### config.mk
export PLATFORM = sky130hd
export DESIGN_NAME = multicycle_controller
export DESIGN_NICKNAME = d
export VERILOG_FILES = /design/src/rtl/multicycle_controller.sv
export SDC_FILE = /design/constraint.sdc
export NUM_CORES = 1
export LEC_CHECK = 0
export BUFFER_PORTS_ARGS = -buffer_cell sky130_fd_sc_hd__buf_4
export CORE_MARGIN = 4
export CORE_UTILIZATION = 49
export CTS_BUF_LIST = sky130_fd_sc_hd__clkbuf_8
export CTS_CLUSTER_SIZE = 8
export DETAILED_ROUTE_END_ITERATION = 6
export PLACE_DENSITY_LB_ADDON = 0.05
export SYNTH_ARGS = -nofsm -noshare
export SYNTH_HDL_FRONTEND = slang
export SYNTH_SLANG_ARGS = --single-unit
export TNS_END_PERCENT = 10
### constraint.sdc
create_clock -name clk -period 1.76 [get_ports clk]
set_input_delay 0.088 -clock clk [delete_from_list [all_inputs] [get_ports clk]]
set_output_delay 0.088 -clock clk [all_outputs]
set_load 0.01 [all_outputs]
### src/rtl/multicycle_controller.sv
// Multicycle RISC-V style control FSM: fetch/decode/execute/memory/writeback
// sequencing with memory wait handling, timeout fault and sticky halt/fault states.
module multicycle_controller #(
    parameter int TIMEOUT_CYCLES = 16,
    parameter bit ENABLE_UPPER   = 1'b1
) (
    input  logic       clk,
    input  logic       rst_n,
    input  logic [6:0] opcode,
    input  logic       mem_ready,
    output logic       pc_write,
    output logic       ir_write,
    output logic       mem_read,
    output logic       mem_write,
    output logic       reg_write,
    output logic       mem_to_reg,
    output logic       branch,
    output logic       jump,
    output logic       jump_reg,
    output logic [1:0] alu_src_a,
    output logic [1:0] alu_src_b,
    output logic [1:0] alu_op,
    output logic       halted,
    output logic       fault,
    output logic [2:0] state
);
    localparam logic [2:0] S_FETCH = 3'd0, S_DECODE = 3'd1, S_EXECUTE = 3'd2, S_MEMORY = 3'd3,
                           S_WRITEBACK = 3'd4, S_HALT = 3'd5, S_FAULT = 3'd6;

    localparam logic [6:0] OP_R = 7'b0110011, OP_I = 7'b0010011, OP_LOAD = 7'b0000011,
                           OP_STORE = 7'b0100011, OP_BRANCH = 7'b1100011, OP_JAL = 7'b1101111,
                           OP_JALR = 7'b1100111, OP_HALT = 7'b1111111, OP_LUI = 7'b0110111,
                           OP_AUIPC = 7'b0010111;

    // Width guard keeps the counter at least 1 bit when the timeout is disabled.
    localparam int CW = (TIMEOUT_CYCLES > 0) ? $clog2(TIMEOUT_CYCLES + 1) : 1;
    localparam logic [CW-1:0] T_MAX = CW'(TIMEOUT_CYCLES);

    logic [2:0]    nxt;
    logic [6:0]    op_q;
    logic [CW-1:0] wait_cnt;
    logic          legal;
    logic          timeout;

    always_comb begin
        case (opcode)
            OP_R, OP_I, OP_LOAD, OP_STORE, OP_BRANCH, OP_JAL, OP_JALR: legal = 1'b1;
            OP_LUI, OP_AUIPC: legal = ENABLE_UPPER;
            default: legal = 1'b0;
        endcase
    end

    // Fault on the cycle whose low mem_ready would bring the count to the limit.
    assign timeout = (TIMEOUT_CYCLES != 0) && !mem_ready && (int'(wait_cnt) + 1 >= TIMEOUT_CYCLES);

    always_comb begin
        nxt = state;
        case (state)
            S_FETCH: begin
                if (mem_ready)    nxt = S_DECODE;
                else if (timeout) nxt = S_FAULT;
            end
            S_DECODE: begin
                if (opcode == OP_HALT) nxt = S_HALT;
                else if (legal)        nxt = S_EXECUTE;
                else                   nxt = S_FAULT;
            end
            S_EXECUTE: begin
                case (op_q)
                    OP_R, OP_I, OP_LUI, OP_AUIPC:  nxt = S_WRITEBACK;
                    OP_LOAD, OP_STORE:             nxt = S_MEMORY;
                    OP_BRANCH, OP_JAL, OP_JALR:    nxt = S_FETCH;
                    default:                       nxt = S_FAULT;
                endcase
            end
            S_MEMORY: begin
                if (mem_ready)    nxt = (op_q == OP_LOAD) ? S_WRITEBACK : S_FETCH;
                else if (timeout) nxt = S_FAULT;
            end
            S_WRITEBACK: nxt = S_FETCH;
            S_HALT:      nxt = S_HALT;
            default:     nxt = S_FAULT;
        endcase
    end

    always_ff @(posedge clk or negedge rst_n) begin
        if (!rst_n) begin
            state    <= S_FETCH;
            op_q     <= '0;
            wait_cnt <= '0;
        end else begin
            state <= nxt;
            if (state == S_DECODE) op_q <= opcode;
            if (nxt != state)
                wait_cnt <= '0;
            else if ((state == S_FETCH || state == S_MEMORY) && !mem_ready && wait_cnt != T_MAX)
                wait_cnt <= wait_cnt + 1'b1;
        end
    end

    // Strobes are gated by rst_n so reset silences them without waiting for a clock.
    always_comb begin
        pc_write = 1'b0; ir_write = 1'b0; mem_read = 1'b0; mem_write = 1'b0;
        reg_write = 1'b0; mem_to_reg = 1'b0; branch = 1'b0; jump = 1'b0; jump_reg = 1'b0;
        alu_src_a = 2'b00; alu_src_b = 2'b00; alu_op = 2'b00; halted = 1'b0; fault = 1'b0;
        if (rst_n) begin
            case (state)
                S_FETCH: begin
                    mem_read  = 1'b1;
                    alu_src_b = 2'b10;
                    pc_write  = mem_ready;
                    ir_write  = mem_ready;
                end
                S_EXECUTE: begin
                    case (op_q)
                        OP_R:      begin alu_src_a = 2'b01; alu_op = 2'b10; end
                        OP_I:      begin alu_src_a = 2'b01; alu_src_b = 2'b01; alu_op = 2'b10; end
                        OP_LOAD, OP_STORE: begin alu_src_a = 2'b01; alu_src_b = 2'b01; end
                        OP_BRANCH: begin alu_src_a = 2'b01; alu_op = 2'b01; branch = 1'b1; end
                        OP_JAL:    begin jump = 1'b1; pc_write = 1'b1; reg_write = 1'b1; end
                        OP_JALR: begin
                            jump = 1'b1; pc_write = 1'b1; reg_write = 1'b1; jump_reg = 1'b1;
                            alu_src_a = 2'b01; alu_src_b = 2'b01;
                        end
                        OP_LUI:    begin alu_src_a = 2'b10; alu_src_b = 2'b01; end
                        OP_AUIPC:  alu_src_b = 2'b01;
                        default: ;
                    endcase
                end
                S_MEMORY: begin
                    if (op_q == OP_LOAD) mem_read = 1'b1;
                    else                 mem_write = 1'b1;
                end
                S_WRITEBACK: begin
                    reg_write  = 1'b1;
                    mem_to_reg = (op_q == OP_LOAD);
                end
                S_HALT:  halted = 1'b1;
                S_FAULT: fault = 1'b1;
                default: ;
            endcase
        end
    end
endmodule

==> flow_metrics.tcl <==
set metrics [dict create \
    peakVddDrop_mv 1.17 \
    drive_above_1_share_pct 46.7 \
    use_met2_pct 32.7 \
    hold_path_class "input pin to register" \
    clk_path_buf_depth 2 \
    rsz0062_at_grt "yes" \
    reg2reg_slack_ns -0.02 \
    synth-xor-area-share_pct 3.05 \
    root_buffer "clkbuf_8" \
    cp-endpoint "wait_cnt[2]" \
    dr.pass1.iters 4 \
    crit_slowest_cell "dfrtp_1" \
    die_y_um 56.4 \
    area_growth_pct 48.7 \
    synth_area_mm2 0.00115 \
    clk_transition_reported_paths_ns 0.07 \
    tightest_slew_ns 0.453 \
    seqPwrFrac_pct 25.6 \
    place_congestion 0.887 \
    cts_tree "done" \
    dp.cells 215 \
    coreArea_mm2 0.00223 \
    p_leak_uw 0.000739 \
    synth_fp_nets 157 \
    setup_slack_ns -0.0171 \
    antenna_cells 0 \
    ys_ff_latch 15 \
    hold_slack_ns 0.0540 \
    worst-path-stages 7 \
    io_pins 30 \
    synth_edf_count 0 \
    drt_wl_total_um 3180 \
    clk_latency_ns 0.25 \
    setup_viol 2 \
    finalCritPeriodShare_pct 101 \
    p_comb_share_pct 62.4 \
    relSlewSlack_pct 69.6 \
    power.share.switching_pct 44.9 \
    p_clk_share_pct 12.0 \
    required_ns 1.93 \
    numCtsBuffers 3 \
    async_flop_share_pct 100 \
    initial_core_util_pct 51.5 \
    maxCapViolations 0 \
    ys.warnings.count 0 \
    synthTopCellsByArea "dfrtp_1 33%, nor3_1 6.5%, nor2_1 5.2%" \
    end_kind "register" \
    crit_path_start "wait_cnt[1]" \
    critPathMaxStageDelay_ns 0.36 \
    ys_seq_area_share_pct 32.6 \
    busiest_layer "met2" \
    hold_viol_final 0 \
    yosys.area_share.simple_pct 31.8 \
    cp_top_family "simple AND/OR/NAND/NOR gates" \
    ant_nets 0 \
    synth_top_area_cell "dfrtp_1" \
    cp_num_buf_inv 0 \
    worst-r2r-cell-count 7 \
    routedWlPerCell_um 14.3 \
    vias_per_cell 5.69 \
    grt_pass1_wl_um 4970 \
    path_max_fanout 5 \
    synth_fa_ha_area_share_pct 2.18 \
    synth_top_family_by_area "simple AND/OR/NAND/NOR gates" \
    finalNonFillerCells 223 \
    grt_overflow_total 0 \
    track_usage_pct 19.6 \
    synth-compound-area-share_pct 17.0 \
    crit_path_cell_trace "ha_2 > and3_4 > mux2i_4 > nand3_1 > o21ai_0 > o221ai_2 > nor3_1" \
    die_area_mm2 0.00319 \
    synth_common_cells "16 x nor2_1, 15 x dfrtp_1, 15 x nand2_1, 15 x nor3_1, 10 x o21ai_0" \
    intPower_uw 1340 \
    violations "negative setup slack" \
    synth_most_common_cell "nor2_1" \
    muxShareOfSynthArea_pct 6.64 \
    grt_antenna_before_repair 0 \
    ys_types 43 \
    synth_top_area_share_pct 32.6 \
    die-width_um 56.4 \
    grt_use_met3_pct 2.99 \
    skew_ns 0.00455 \
    syn-instance-count 145 \
    vias 1268 \
    finalCriticalPeriod_ns 1.78 \
    timing.fmax_mhz 563 \
    power_density_mw_per_mm2 1420 \
    grt_util_met1_pct 23.9 \
    io_buffers 29 \
    grt_max_degree 22 \
    syn-mean-instance-area_um2 7.93 \
    start_kind "register" \
    drt_iter0_markers 48 \
    dp_hpwl_um 2240 \
    row_count 17 \
    drc_errors 0 \
    tns_ns -0.0336 \
    cts-htree-levels 1 \
    worstPathArrival_ns 1.95 \
    final_max_slew_viol_count 0 \
    rr_endpoint "wait_cnt[2]" \
    nNetsFinal 208 \
    status "complete, but fails checks" \
    p_switching_uw 1090 \
    ys.flop_type "dfrtp_1" \
    grt_pass1_vias 1160 \
    reg2reg_from "wait_cnt[1]" \
    clock_sinks 15 \
    critPathKind "register to register" \
]
[layer usage]
metal / up-vias / part of all wire [%]
met1: 593 / 41
met3: 6 / 5.3
met2: 47 / 52
met5: - / 0
li1: 622 / -
met4: 0 / 1.5
[kinds of logic (layout without fill, tap and decap cells)]
| family | count (synthesis) | after routing |
|---|---|---|
| DFF | 15 | 15 |
| AOI/OAI and AO/OA | 30 | 30 |
| muxes | 7 | 7 |
| buffers and inverters | 16 | 66 |
| adders and majority gates | 2 | 2 |
| and+or+nand+nor | 71 | 71 |
| xor gates and xnor gates | 4 | 4 |
[worst min path at each step]
| stage | slack [ns] | cells past startpoint | endpoint | startpoint |
|---|---|---|---|---|
| after global placement | -0.02 | 1 | wait_cnt[2] | rst_n |
| after detailed placement | -0.02 | 1 | wait_cnt[0] | rst_n |
| after floorplan | -0.21 | 0 | op_q[0] | rst_n |
| final | 0.05 | 3 | op_q[2] | opcode[2] |
| after global routing | 0.08 | 2 | op_q[0] | opcode[0] |
| after CTS | 0.05 | 3 | op_q[2] | opcode[2] |
[through the flow]
step / util (%) / setup slack (ns) / power, uW / cell area, um2
floorplan: - / 0.0314 / 1420 / 1150
global placement: 67.6 / -0.0132 / 1890 / 1510
detailed placement: 67.6 / -0.0938 / 1910 / 1510
CTS: 74.1 / 0.00646 / 2310 / 1660
global route: 76.6 / -0.109 / 2590 / 1710
finish: 76.6 / -0.0171 / 2420 / 1710
[area by class of cell]
cell class / instances / area [um2]
Clock buffer: 3 / 41.3
Clock inverter: 1 / 7.51
Fill cell: 147 / 523
Inverter: 9 / 33.8
Multi-Input combinational cell: 114 / 813
Sequential cell: 15 / 379
Tap cell: 28 / 35.0
Timing Repair Buffer: 53 / 400
[power groups by stage]
stage          clock, uW  sequential, uW  combinational [uW]
2_1_floorplan          0             562                 862
3_3_place_gp           0             598                1300
3_5_place_dp           0             605                1310
4_1_cts              297             612                1410
5_1_grt              310             640                1640
6_report             290             621                1510
[tightest hold or removal path, cell delays in order]
cell	delay, ns
buf_4	0.09
nand2_1	0.04
o21ai_0	0.06
[timing repair]
item                                   4_1_cts  5_1_grt
endpoints found under the hold margin       15        0
hold buffers                                 1        0
buffers inserted                             3        0
pin swaps                                    3        9
setup endpoints to repair                   13       14
gates resized for setup                     13       12
[state kept, by name, indices dropped and copies added (netlist names)]
register and flops:
op_q 7, wait_cnt 5, state 3
[layout by cell type, fill, tap and decap left out, types with 2 or more instances in the layout]
cell type	instances
nor3_2	8
xnor2_1	2
mux2_2	5
nor3b_2	3
o21ai_0	10
nand2b_1	2
a31oi_1	2
nand2_1	15
nor4_2	3
xor2_1	2
dfrtp_1	12
clkbuf_8	3
buf_4	52
a21oi_1	5
dfrtp_2	3
nor3_1	7
nand3_1	4
nor2_1	16
inv_1	9
o211ai_1	3
No activity file was read; power rests on OpenSTA's default activity.
